`config.mk`:
```
export PLATFORM = sky130hd
export DESIGN_NAME = step_seeker
export DESIGN_NICKNAME = d
export VERILOG_FILES = /design/src/rtl/step_seeker_pkg.sv /design/src/rtl/step_seeker_calc.sv /design/src/rtl/step_seeker.sv
export SDC_FILE = /design/constraint.sdc
export NUM_CORES = 1
export LEC_CHECK = 0
export ABC_AREA = 1
export ABC_CLOCK_PERIOD_IN_PS = 4500
export BUFFER_PORTS_ARGS = -buffer_cell sky130_fd_sc_hd__buf_2
export CAP_MARGIN = 10
export CORE_MARGIN = 2
export CORE_UTILIZATION = 50
export CTS_CLUSTER_SIZE = 20
export DETAILED_ROUTE_END_ITERATION = 8
export PLACE_DENSITY = 0.74
export SYNTH_ARGS = -nofsm -noshare
export SYNTH_HDL_FRONTEND = slang
export SYNTH_SLANG_ARGS = --single-unit
```
`constraint.sdc`:
```
create_clock -name clk -period 4.5 [get_ports clk]
set_clock_uncertainty 0.15 [all_clocks]
set_input_delay 0.9 -clock clk [delete_from_list [all_inputs] [get_ports clk]]
set_output_delay 0.9 -clock clk [all_outputs]
set_load 0.01 [all_outputs]
```
`src/rtl/step_seeker_pkg.sv`:
```
// step_seeker_pkg: shared defaults, counter widths and FSM state encoding for step_seeker.
package step_seeker_pkg;
  localparam int WIDTH_DEF = 8;
  localparam int SETTLE_DEF = 2;
  localparam int MAX_CMDS_DEF = 32;
  localparam int CNT_W = 8;
  typedef enum logic [2:0] {
    S_IDLE,
    S_LOAD,
    S_WAIT,
    S_CHECK,
    S_CMD,
    S_DONE,
    S_ERR
  } state_t;
endpackage

```
`src/rtl/step_seeker_calc.sv`:
```
// step_calc: direction, clamped step and equality between counter feedback and target.
module step_calc
  import step_seeker_pkg::*;
#(
  parameter int WIDTH = WIDTH_DEF
) (
  input  logic [WIDTH-1:0] q_in,
  input  logic [WIDTH-1:0] target,
  input  logic [WIDTH-1:0] max_step,
  output logic             dir,
  output logic             eq,
  output logic [WIDTH-1:0] step
);
  logic [WIDTH-1:0] w_dist;
  always_comb begin
    eq = q_in == target;
    dir = q_in < target;
    w_dist = dir ? target - q_in : q_in - target;
    step = w_dist < max_step ? w_dist : max_step;
  end
endmodule

```
`src/rtl/step_seeker.sv`:
```
// step_seeker: drives an up/down counter from a loaded start value to a target in bounded steps.
module step_seeker
  import step_seeker_pkg::*;
#(
  parameter int WIDTH = WIDTH_DEF,
  parameter int SETTLE = SETTLE_DEF,
  parameter int MAX_CMDS = MAX_CMDS_DEF
) (
  input  logic             clk,
  input  logic             rst,
  input  logic             start,
  input  logic [WIDTH-1:0] init,
  input  logic [WIDTH-1:0] target,
  input  logic [WIDTH-1:0] max_step,
  input  logic [WIDTH-1:0] q_in,
  output logic             load,
  output logic [WIDTH-1:0] a_out,
  output logic [WIDTH-1:0] b_out,
  output logic             up,
  output logic             dn,
  output logic             busy,
  output logic             done,
  output logic             err,
  output logic [CNT_W-1:0] cmd_count
);
  localparam int WW = $clog2(SETTLE + 1);
  state_t           r_state;
  logic [WIDTH-1:0] r_target;
  logic [WIDTH-1:0] r_max_step;
  logic [WW-1:0]    r_wait;
  logic             w_dir;
  logic             w_eq;
  logic [WIDTH-1:0] w_step;

  step_calc #(.WIDTH(WIDTH)) u_calc (
    .q_in    (q_in),
    .target  (r_target),
    .max_step(r_max_step),
    .dir     (w_dir),
    .eq      (w_eq),
    .step    (w_step)
  );

  always_ff @(posedge clk) begin
    if (rst) begin
      r_state    <= S_IDLE;
      r_target   <= '0;
      r_max_step <= '0;
      r_wait     <= '0;
      load       <= 1'b0;
      a_out      <= '0;
      b_out      <= '0;
      up         <= 1'b0;
      dn         <= 1'b0;
      busy       <= 1'b0;
      done       <= 1'b0;
      err        <= 1'b0;
      cmd_count  <= '0;
    end else begin
      load <= 1'b0;
      up   <= 1'b0;
      dn   <= 1'b0;
      done <= 1'b0;
      err  <= 1'b0;
      // Strobes are set on the transition into their state so they are high exactly during it.
      case (r_state)
        S_IDLE: if (start) begin
          r_target   <= target;
          r_max_step <= max_step;
          a_out      <= init;
          load       <= 1'b1;
          busy       <= 1'b1;
          cmd_count  <= '0;
          r_state    <= S_LOAD;
        end
        S_LOAD, S_CMD: begin
          r_wait  <= WW'(SETTLE - 1);
          r_state <= S_WAIT;
        end
        S_WAIT: if (r_wait == '0) r_state <= S_CHECK;
                else r_wait <= r_wait - 1'b1;
        S_CHECK: if (w_eq) begin
          done    <= 1'b1;
          r_state <= S_DONE;
        end else if (cmd_count == CNT_W'(MAX_CMDS) || r_max_step == '0) begin
          err     <= 1'b1;
          r_state <= S_ERR;
        end else begin
          up        <= w_dir;
          dn        <= !w_dir;
          b_out     <= w_step;
          cmd_count <= cmd_count + CNT_W'(cmd_count != '1);
          r_state   <= S_CMD;
        end
        default: begin
          busy    <= 1'b0;
          r_state <= S_IDLE;
        end
      endcase
    end
  end
endmodule

```
Word level (Yosys, flattened, before mapping) --
Index checks and enable logic that the tools add are counted.
Word-level totals: register bits 51, bits in latches 0, RAM bits 0, bits in read-only memories 0, input bits 35, output and inout port bits 30, word-level logic and storage cells 73, memories 0
Cells by class: $add $sub $neg 4, multipliers 0, divide/modulo/power cells 0, order comparisons 2, equality and inequality tests 12, shifts and indexed selects 0, mux-type cells 18, bitwise gates (word level) 5, reduce and logical (&&, ||, !) cells 19
Operators with widths (count):
- $mux 8 | 5
- $lt 8x8->1 | 2
- $pmux 8 s2 | 1
- $sub 8x8->8 | 2
- $pmux 3 s4 | 1
- $ne 2x2->1 const B | 5
- $add 8x1->8 | 1
- $eq 8x6->1 const B | 1
- $eq 8x8->1 | 1
- $logic_not 8->1 | 1
- $ne 8x8->1 const B | 1
- $reduce_and 2->1 | 4
- $reduce_or 4->1 | 2
- $eq 3x2->1 const B | 2
- $mux 2 | 3
- $mux 3 | 2
- $reduce_or 2->1 | 3
- $not 1->1 | 5
- $mux 1 | 4
- $pmux 2 s2 | 1
- $reduce_and 4->1 | 1
- $reduce_bool 2->1 | 2
- $eq 3x1->1 const B | 1
- $eq 3x3->1 const B | 1
- 8 further kinds | 8

Longest topological paths before layout --
Gate-level depths: netlist of run 1.
depth in word-level cells 5, depth in mapped cells 22, depth with buffers taken out 22

Modules after synthesis --
Synthesis of run 1 repeated with hierarchy kept, for this count alone.
Second synthesis, totals: cells, all modules 496, area total of the unflattened synthesis 3342.0 sq um
By module, submodules not included:
- step_seeker | times used 1, cells each 291, area an instance 2175.8 sq um, seq. area each 1021.0 sq um
- step_calc | times used 1, cells each 205, area an instance 1166.1 sq um, seq. area each 0.0 sq um

Worst setup path after synthesis of run 1 --
OpenSTA, ideal clock, no wires.
path kind input to register, start point input port q_in[0], end point register b_out[1], setup time 0.109 ns, arrival time 3.181 ns, data required time 4.241 ns, slack 1.061 ns, cell stages on the path 20, path buffers 0, cells stage by stage inv_1 > ha_1 > inv_1 > fa_1 > nand3_1 > nand3_1 > nand2_4 > nand2_8 > inv_4 > nand2_1 > and2_1 > ha_1 > nand2_1 > o21a_1 > nand2_2 > inv_1 > nand2_1 > nand3_2 > nand2_1 > inv_1
Between the ends: longest elaborated chain between the ends 4
RTL lines:
- start, declared | line step_seeker.sv:15 | input logic [WIDTH-1:0] q_in,
- $sub 8x8->8 / $lt 8x8->1 (equally long branches) | line step_seeker_calc.sv:18, step_seeker_calc.sv:17
- $mux 8 | line step_seeker_calc.sv:18 | w_dist = dir ? target - q_in : q_in - target;
- $lt 8x8->1 | line step_seeker_calc.sv:19 | step = w_dist < max_step ? w_dist : max_step;
- $mux 8 | line step_seeker_calc.sv:19
- end signal, assigned | line step_seeker.sv:91 | b_out <= w_step;
- end, declared | line step_seeker.sv:18 | output logic [WIDTH-1:0] b_out,
Parallel ways exist; a longest one is shown, timed or not. A chain may end at the register's enable or synchronous reset.

Worst setup path in the final report of run 1 --
start point input port q_in[0], end point register b_out[6]
Same word-level chain as after synthesis.

==> results of run 1 <==
[state kept, by name, indices dropped and copies added, names as in the netlist]
signal and cells:
a_out 8, b_out 8, cmd_count 8, r_max_step 8
r_target 8, r_state 3, r_wait 2, busy 1
dn 1, done 1, err 1, load 1
up 1
[worst paths after layout]
kind                   end  depth (start not counted)  slack, ns   startpoint
setup / recovery  b_out[6]                         19       1.01      q_in[0]
hold / removal    a_out[7]                          2       0.32     a_out[7]
setup reg to reg  b_out[6]                         17       1.38  r_target[0]
hold reg to reg   a_out[7]                          2       0.32     a_out[7]
[layout by cell type, fill, tap and decap left out, types with 6 or more instances in the layout]
cell	synthesis	layout
nand2_1	110	110
buf_2	3	64
inv_1	60	60
dfxtp_1	51	51
a21oi_1	49	49
nand3_1	26	26
nor2_1	26	26
ha_1	25	25
o21ai_0	19	19
xor2_1	9	9
inv_2	6	6
o21ai_1	6	6
nand3_2	6	6
[worst min-delay path, stage by stage (launching register included)]
cell and delay [ns]:
dfxtp_1 0.32, nand2_1 0.06, a21oi_1 0.05
[cell families (layout without fill, tap and decap cells)]
| logic type | count (synthesis) | after routing |
|---|---|---|
| buf+inv | 82 | 143 |
| fa+ha+maj | 27 | 27 |
| xor+xnor | 10 | 10 |
| flops | 51 | 51 |
| compound gates | 87 | 87 |
| simple gates | 196 | 196 |
[final cells by class]
type | instances | share of cell area [%]
clock buffers | 5 | 1.89
clock inverters | 3 | 0.756
inverters | 69 | 7.25
multi-input cells | 320 | 50.2
flip-flops and latches | 51 | 28.1
well taps | 77 | 2.65
repair buffers | 66 | 9.21
[where the power goes]
| part | internal [mW] | leakage (nW) | switching [mW] |
|---|---|---|---|
| logic | 0.197 | 1.31 | 0.351 |
| registers | 0.494 | 0.417 | 0.0241 |
| clock network | 0.115 | 0.0463 | 0.176 |
| total | 0.805 | 1.77 | 0.551 |
[layer usage]
metal | vias up | track usage (%) | part of all wire [%]
met4 | 0 | 5.57 | 1.3
met1 | 1364 | 26.3 | 44
li1 | 1564 | - | -
met2 | 73 | 37.9 | 49
met5 | - | 0 | 0
met3 | 9 | 3.46 | 4.9
[stage by stage]
step	instance area, um^2	utilization (%)	worst slack, ns	total power, mW	cells
final	3640	58.0	1.01	1.36	591
after detailed placement	3540	56.4	0.679	1.07	583
after global placement	3540	56.4	0.740	1.06	583
after global routing	3640	58.0	0.689	1.47	591
after CTS	3640	58.0	1.01	1.36	591
after floorplan	3200	-	1.06	0.949	453
==> impl_metrics.env, run 1 <==
export IMPL_clk_pin_slew_ns=0.10
export IMPL_synthMuxAreaShare_pct=0
export IMPL_p_per_area_nw_per_um2=373
export IMPL_dieArea_um2=7050
export IMPL_start_util_pct=50.9
export IMPL_grt_pass1_wl_mm=12.5
export IMPL_cp_max_fo=10
export IMPL_slew_violations=0
export IMPL_die_w_um=83.9
export IMPL_cp_start_kind="primary input"
export IMPL_slowest_delay_ns=0.41
export IMPL_core_area_um2=6280
export IMPL_nets=575
export IMPL_fin_crit_sh_pct=77.7
export IMPL_netlist_instances=453
export IMPL_place_hpwl_mm=5.42
export IMPL_htree_num_levels=2
export IMPL_fin_setup_tns_ns=0
export IMPL_cts_sinks=51
export IMPL_p_leak_nw=1.77
export IMPL_cpLargestDelayFamily="simple AND/OR/NAND/NOR gates"
export IMPL_vias=3010
export IMPL_drt_wirelength_per_cell_um=12.1
export IMPL_drive_gt1_share_pct=21.2
export IMPL_io_pin_count=65
export IMPL_fill_cells=609
export IMPL_final_antenna_net_count=0
export IMPL_ys_flop_type="dfxtp_1"
export IMPL_first_pass_iters=5
export IMPL_min_path_type="reg2reg"
export IMPL_synth_most_common_cell="nand2_1"
export IMPL_synth_adder_area_share_pct=11.0
export IMPL_async_reset_ff_share_pct=0
export IMPL_fmax_ghz=0.286
export IMPL_synth_compound_area_share_pct=14.9
export IMPL_viasPerCell=5.09
export IMPL_synth_area_um2=3200
export IMPL_hold_viol=0
export IMPL_numCtsBuffers=5
export IMPL_cts_setup_buffers=0
export IMPL_tightest_slew_ns=0.752
export IMPL_antenna_found_initial=0
export IMPL_yosys_area_share_simple_pct=28.5
export IMPL_synth_common_cells="110 x nand2_1, 60 x inv_1, 51 x dfxtp_1, 49 x a21oi_1"
export IMPL_area_delta_synth_final_pct=13.9
export IMPL_endpoint_kind="flip-flop"
export IMPL_first_iter_violations=133
export IMPL_synth_xor_area_share_pct=2.74
export IMPL_antenna_cells=0
export IMPL_synth_fp_nets=515
export IMPL_yosysWarnings=0
export IMPL_cts_tree="done"
export IMPL_rsz0062_at_grt="no"
export IMPL_seq_area_um2=1020
export IMPL_cts_root_buffer="clkbuf_8"
export IMPL_outcome="complete, no violations"
export IMPL_worstSetupPathType="in2reg"
export IMPL_seq_area_frac_synth_pct=31.9
export IMPL_synth_area_leaders="dfxtp_1 32%, nand2_1 13%, ha_1 9.8%"
export IMPL_crit_required_ns=4.61
export IMPL_multiInputGateArea_um2=1830
export IMPL_ctsHoldBuffers=0
export IMPL_path_cells="buf_2 -> inv_1 -> ha_1 -> inv_1 -> fa_1 -> nand3_1 -> nand3_1 -> nand2_4 -> nand2_8 -> inv_4 -> nand2_1 -> and2_1 -> ha_1 -> a21oi_1 -> o21a_1 -> nand2_2 -> inv_1 -> nand3_1 -> a21oi_1"
export IMPL_io_buffers=64
export IMPL_die_h_um=83.9
export IMPL_grt_pass1_vias=2854
export IMPL_crit_arrival_ns=3.60
export IMPL_synth_seq_cells=51
export IMPL_crit_buf_inv=5
export IMPL_grt_max_degree=28
export IMPL_gp_congestion=0.895
export IMPL_slew_limit_headroom_pct=49.8
export IMPL_synth_cell_type_count=38
export IMPL_vdd_ir_drop_worst_v=0.000195
export IMPL_wirelength_mm=7.14
export IMPL_max_cap_violations=0
export IMPL_ctsResizeCount=0
export IMPL_synth_top_family_by_area="simple AND/OR/NAND/NOR gates"
export IMPL_grt_overflow=0
export IMPL_syn_area_per_cell_um2=7.05
export IMPL_track_usage_pct=21.2
export IMPL_synth_edf_count=0
export IMPL_synth_top_cell_area_share_pct=31.9
export IMPL_synth_largest_area_cell="dfxtp_1"
export IMPL_fp_row_count=29
export IMPL_hold_worst_slack_ns=0.319
export IMPL_drc_errors=0
export IMPL_crit_slowest_cell="fa_1"
export IMPL_setup_viol=0
export IMPL_clockBufferDepth=2
export IMPL_period_minus_slack_ns=3.49
export IMPL_clock_latency_ns=0.32
No activity file was read; power rests on OpenSTA's default activity.
==> inputs of run 2 (changes only) <==
ABC_CLOCK_PERIOD_IN_PS = 3000   (was 4500)
PLACE_DENSITY = 0.77   (was 0.74)
clock period = 3 ns   (was 4.5 ns; I/O delays follow)
==> impl_metrics.env, run 2 (synthesis gave the netlist of run 1 again) <==
export IMPL_outcome="complete, no violations"
export IMPL_dieArea_um2=7050
export IMPL_io_buffers=64
export IMPL_ctsHoldBuffers=0
export IMPL_nets=614
export IMPL_clk_pin_slew_ns=0.11
export IMPL_reg2reg_from="r_target[0]"
export IMPL_r2r_cells=17
export IMPL_htree_num_levels=2
export IMPL_r2r_end="b_out[2]"
export IMPL_hold_end="r_target[7]"
export IMPL_drc_errors=0
export IMPL_final_cell_area_um2=4140
export IMPL_die_h_um=83.9
export IMPL_hold_worst_slack_ns=0.315
export IMPL_cts_tree="done"
export IMPL_final_cell_mix="103 x nand2_1, 64 x buf_2, 57 x inv_1"
export IMPL_cp_start_kind="primary input"
export IMPL_hold_depth=2
export IMPL_period_minus_slack_ns=2.93
export IMPL_wirelength_mm=7.82
export IMPL_crit_required_ns=3.08
export IMPL_first_pass_iters=4
export IMPL_drive_gt1_share_pct=32.7
export IMPL_cp_max_fo=7
export IMPL_grt_pass1_wl_mm=13.3
export IMPL_cts_sinks=51
export IMPL_slew_violations=0
export IMPL_endpoint_kind="flip-flop"
export IMPL_cts_root_buffer="clkbuf_8"
export IMPL_placed_cell_area_um2=3820
export IMPL_fin_crit_sh_pct=97.8
export IMPL_grt_overflow=0
export IMPL_hold_viol=0
export IMPL_intPower_mw=1.54
export IMPL_layout_commonest_cell="nand2_1"
export IMPL_r2r_slack_ns=0.11
export IMPL_final_antenna_net_count=0
export IMPL_vdd_ir_drop_worst_v=0.000454
export IMPL_core_area_um2=6280
export IMPL_p_seq_share_pct=31.2
export IMPL_p_per_area_nw_per_um2=605
export IMPL_die_w_um=83.9
export IMPL_clock_latency_ns=0.31
export IMPL_clock_power_share_pct=20.9
export IMPL_vias=3167
export IMPL_p_sw_share_pct=38.6
export IMPL_max_cap_violations=0
export IMPL_tightest_slew_ns=0.766
export IMPL_first_iter_violations=148
export IMPL_fmax_ghz=0.341
export IMPL_antenna_cells=0
export IMPL_viasPerCell=5.03
export IMPL_area_delta_synth_final_pct=29.6
export IMPL_start_util_pct=50.9
export IMPL_worstSetupPathType="in2reg"
export IMPL_antenna_found_initial=0
export IMPL_min_path_type="reg2reg"
export IMPL_power_switching_uw=966
export IMPL_crit_arrival_ns=3.02
export IMPL_fin_util_pct=66.0
export IMPL_place_hpwl_mm=5.70
export IMPL_track_usage_pct=22.1
export IMPL_io_pin_count=65
export IMPL_fp_row_count=29
export IMPL_gp_congestion=0.891
export IMPL_grt_pass1_vias=3057
export IMPL_combinationalPowerShare_pct=47.9
export IMPL_p_leak_nw=2.00
export IMPL_grt_max_degree=31
export IMPL_clockBufferDepth=2
export IMPL_numCtsBuffers=5
export IMPL_setup_viol=0
export IMPL_drt_wirelength_per_cell_um=12.4
export IMPL_worstHoldStart="r_target[7]"
export IMPL_slew_limit_headroom_pct=48.8
[run 2: changes by cell type in the layout (fill, tap and decap cells not counted), moves of 5 or more]
cell,delta
nand3_1,-5
a21oi_1,-5
nand2_1,-7
ha_1,-7
nand2_2,+5
a21oi_2,+5
buf_4,+37
ha_4,+6
nand3_2,+5
[run 2: worst max-delay path by stage]
stage | start | endpoint | depth (start not counted)
4_1_cts | q_in[0] | b_out[1] | 21
5_1_grt | q_in[0] | b_out[2] | 21
6_report | q_in[0] | b_out[2] | 19
2_1_floorplan | q_in[0] | b_out[1] | 20
3_3_place_gp | q_in[0] | b_out[1] | 21
3_5_place_dp | q_in[0] | b_out[1] | 21
[run 2: what timing repair did]
action,CTS,global route
setup buffers,0,3
endpoints found under the setup margin,0,8
gates resized for setup,0,39
[run 2: metal layers]
layer  GRT usage, %  wire, um  up-vias
met1           29.8      3610     1426
met2           37.3      3730       88
li1               -         -     1647
met3           3.96       422        6
met5              0         0        -
met4           4.25        48        0
[run 2: critical path, cell delays in order]
cell     delay, ns
buf_2         0.11
inv_2         0.06
ha_4          0.12
inv_2         0.04
fa_2          0.39
nand3_2       0.08
nand3_2       0.10
nand2_4       0.12
nand2_8       0.07
buf_4         0.16
nand2_1       0.08
and2_4        0.15
ha_4          0.20
a21oi_2       0.15
o21a_4        0.18
nand2_4       0.10
inv_6         0.11
nand2_1       0.07
a21oi_1       0.14
[run 2: power by group through the flow]
| stage | Sequential, mW | Clock [mW] | Combinational [mW] |
|---|---|---|---|
| after global placement | 0.792 | 0 | 0.937 |
| after floorplan | 0.798 | 0 | 0.630 |
| after detailed placement | 0.794 | 0 | 0.955 |
| after global routing | 0.788 | 0.552 | 1.33 |
| final | 0.781 | 0.524 | 1.20 |
| after CTS | 0.779 | 0.535 | 0.961 |
[run 2: through the flow]
stage          std cells  setup slack (ns)  power [mW]  setup TNS (ns)
5_1_grt              630           -0.0314        2.68          -0.117
4_1_cts              626            0.0120        2.28               0
6_report             630            0.0665        2.50               0
3_5_place_dp         618            -0.311        1.75           -2.13
2_1_floorplan        453           0.00694        1.43               0
3_3_place_gp         618            -0.186        1.73           -1.23
[run 2: area by class of cell]
class / count / area [um^2]
Tap cell: 77 / 96.3
Multi-Input combinational cell: 321 / 2000
Timing Repair Buffer: 104 / 624
Clock inverter: 2 / 38.8
Inverter: 69 / 274
Sequential cell: 51 / 1020
Fill cell: 531 / 2140
Clock buffer: 6 / 82.6
==> inputs of run 3 (changes only) <==
ABC_CLOCK_PERIOD_IN_PS = 2800   (was 3000)
PLACE_DENSITY = 0.74   (was 0.77)
clock period = 2.8 ns   (was 3 ns; I/O delays follow)
==> impl_metrics.env, run 3 (synthesis gave the netlist of run 1 again) <==
export IMPL_outcome="finished, violations left"
export IMPL_violations="setup timing"
export IMPL_cp_max_fo=5
export IMPL_fin_crit_sh_pct=101
export IMPL_crit_required_ns=2.88
export IMPL_first_iter_violations=162
export IMPL_clk_pin_slew_ns=0.10
export IMPL_grt_pass1_vias=2922
export IMPL_fin_util_pct=69.4
export IMPL_setup_viol=2
export IMPL_grt_max_degree=26
export IMPL_hold_worst_slack_ns=0.313
export IMPL_min_path_type="reg2reg"
export IMPL_pre_cts_ws_ns=-0.472
export IMPL_grt_pass1_wl_mm=13.2
export IMPL_rsz0062_at_grt="yes"
export IMPL_dieArea_um2=7050
export IMPL_area_delta_synth_final_pct=36.4
export IMPL_drt_wirelength_per_cell_um=13.2
export IMPL_first_pass_iters=4
export IMPL_p_per_area_nw_per_um2=651
export IMPL_final_antenna_net_count=0
export IMPL_grt_overflow=0
export IMPL_die_w_um=83.9
export IMPL_max_cap_violations=0
export IMPL_cp_start_kind="primary input"
export IMPL_nets=618
export IMPL_core_area_um2=6280
export IMPL_track_usage_pct=22.9
export IMPL_clockBufferDepth=2
export IMPL_hold_viol=0
export IMPL_drive_gt1_share_pct=36.1
export IMPL_die_h_um=83.9
export IMPL_fin_setup_tns_ns=-0.0473
export IMPL_place_hpwl_mm=5.77
export IMPL_antenna_found_initial=0
export IMPL_fp_row_count=29
export IMPL_wirelength_mm=8.37
export IMPL_cts_sinks=51
export IMPL_crit_arrival_ns=2.91
export IMPL_fmax_ghz=0.353
export IMPL_cts_tree="done"
export IMPL_io_buffers=64
export IMPL_htree_num_levels=2
export IMPL_start_util_pct=50.9
export IMPL_worstSetupPathType="in2reg"
export IMPL_setup_slack_ns=-0.0295
export IMPL_viasPerCell=5.05
export IMPL_period_minus_slack_ns=2.83
export IMPL_gp_congestion=0.900
export IMPL_io_pin_count=65
export IMPL_clock_latency_ns=0.33
export IMPL_cts_root_buffer="clkbuf_8"
export IMPL_vias=3200
export IMPL_slew_limit_headroom_pct=46.1
export IMPL_drc_errors=0
export IMPL_numCtsBuffers=5
export IMPL_slew_violations=0
export IMPL_p_leak_nw=2.04
export IMPL_final_cell_mix="98 x nand2_1, 63 x buf_2, 57 x inv_1"
export IMPL_layout_commonest_cell="nand2_1"
export IMPL_tightest_slew_ns=0.807
export IMPL_antenna_cells=0
export IMPL_endpoint_kind="flip-flop"
export IMPL_vdd_ir_drop_worst_v=0.000453
[run 3: cell type report]
cell class	instances	area [um^2]
multi-input combinational	322	2160
tap	77	96.3
timing repair buffer	107	674
sequential	51	1020
clock buffer	5	68.8
inverter	69	292
fill	500	1920
clock inverter	3	43.8
[run 3: metal layers]
metal	up-vias	global-route usage (%)	wire length (um)
met3	16	4.35	402
met1	1441	29.9	3670
met2	83	38.8	4090
li1	1660	-	-
met5	-	0	0
met4	0	5.72	199
[run 3: repair_timing]
item                                   in CTS  in global routing
pin swaps                                   7                 26
setup buffers                               2                  4
cloned                                      2                  0
hold buffers                                0                  0
setup endpoints to repair                   8                  8
resized for setup                          11                 54
endpoints found under the hold margin       0                  0
[run 3: critical path, cell delays in order]
cell and delay [ns]:
buf_12 0.11, inv_12 0.04, ha_4 0.13, inv_4 0.04, fa_2 0.40, nand3_2 0.10
nand3_4 0.08, nand2_4 0.12, buf_6 0.13, nand2_8 0.06, nand2_4 0.07, nand2_4 0.06
ha_4 0.23, nand2_2 0.06, nand2_2 0.06, nand3_2 0.07, nand2_2 0.08, nand2_4 0.13
nand2_4 0.08, nand2_1 0.07, nand2_1 0.06, o21ai_1 0.14, inv_1 0.04
[run 3: path summary, 6_finish.rpt]
path                     from        end  slack (ns)  cells after the start
hold reg to reg     r_wait[1]  r_wait[1]        0.31                      2
setup / recovery      q_in[0]   b_out[0]       -0.03                     23
hold / removal      r_wait[1]  r_wait[1]        0.31                      2
setup reg to reg  r_target[0]   b_out[0]       -0.01                     21
[run 3: through the flow]
| stage | cell area [um^2] | std cells | power (mW) |
|---|---|---|---|
| finish | 4360 | 634 | 2.84 |
| global route | 4360 | 634 | 3.02 |
| CTS | 4050 | 630 | 2.50 |
| detailed placement | 3850 | 618 | 1.89 |
| global placement | 3850 | 618 | 1.86 |
| floorplan | 3240 | 453 | 1.54 |
[run 3: where the power goes]
part / switching (mW) / internal (mW)
registers: 0.0463 / 0.795
logic: 0.818 / 0.646
clock network: 0.265 / 0.266
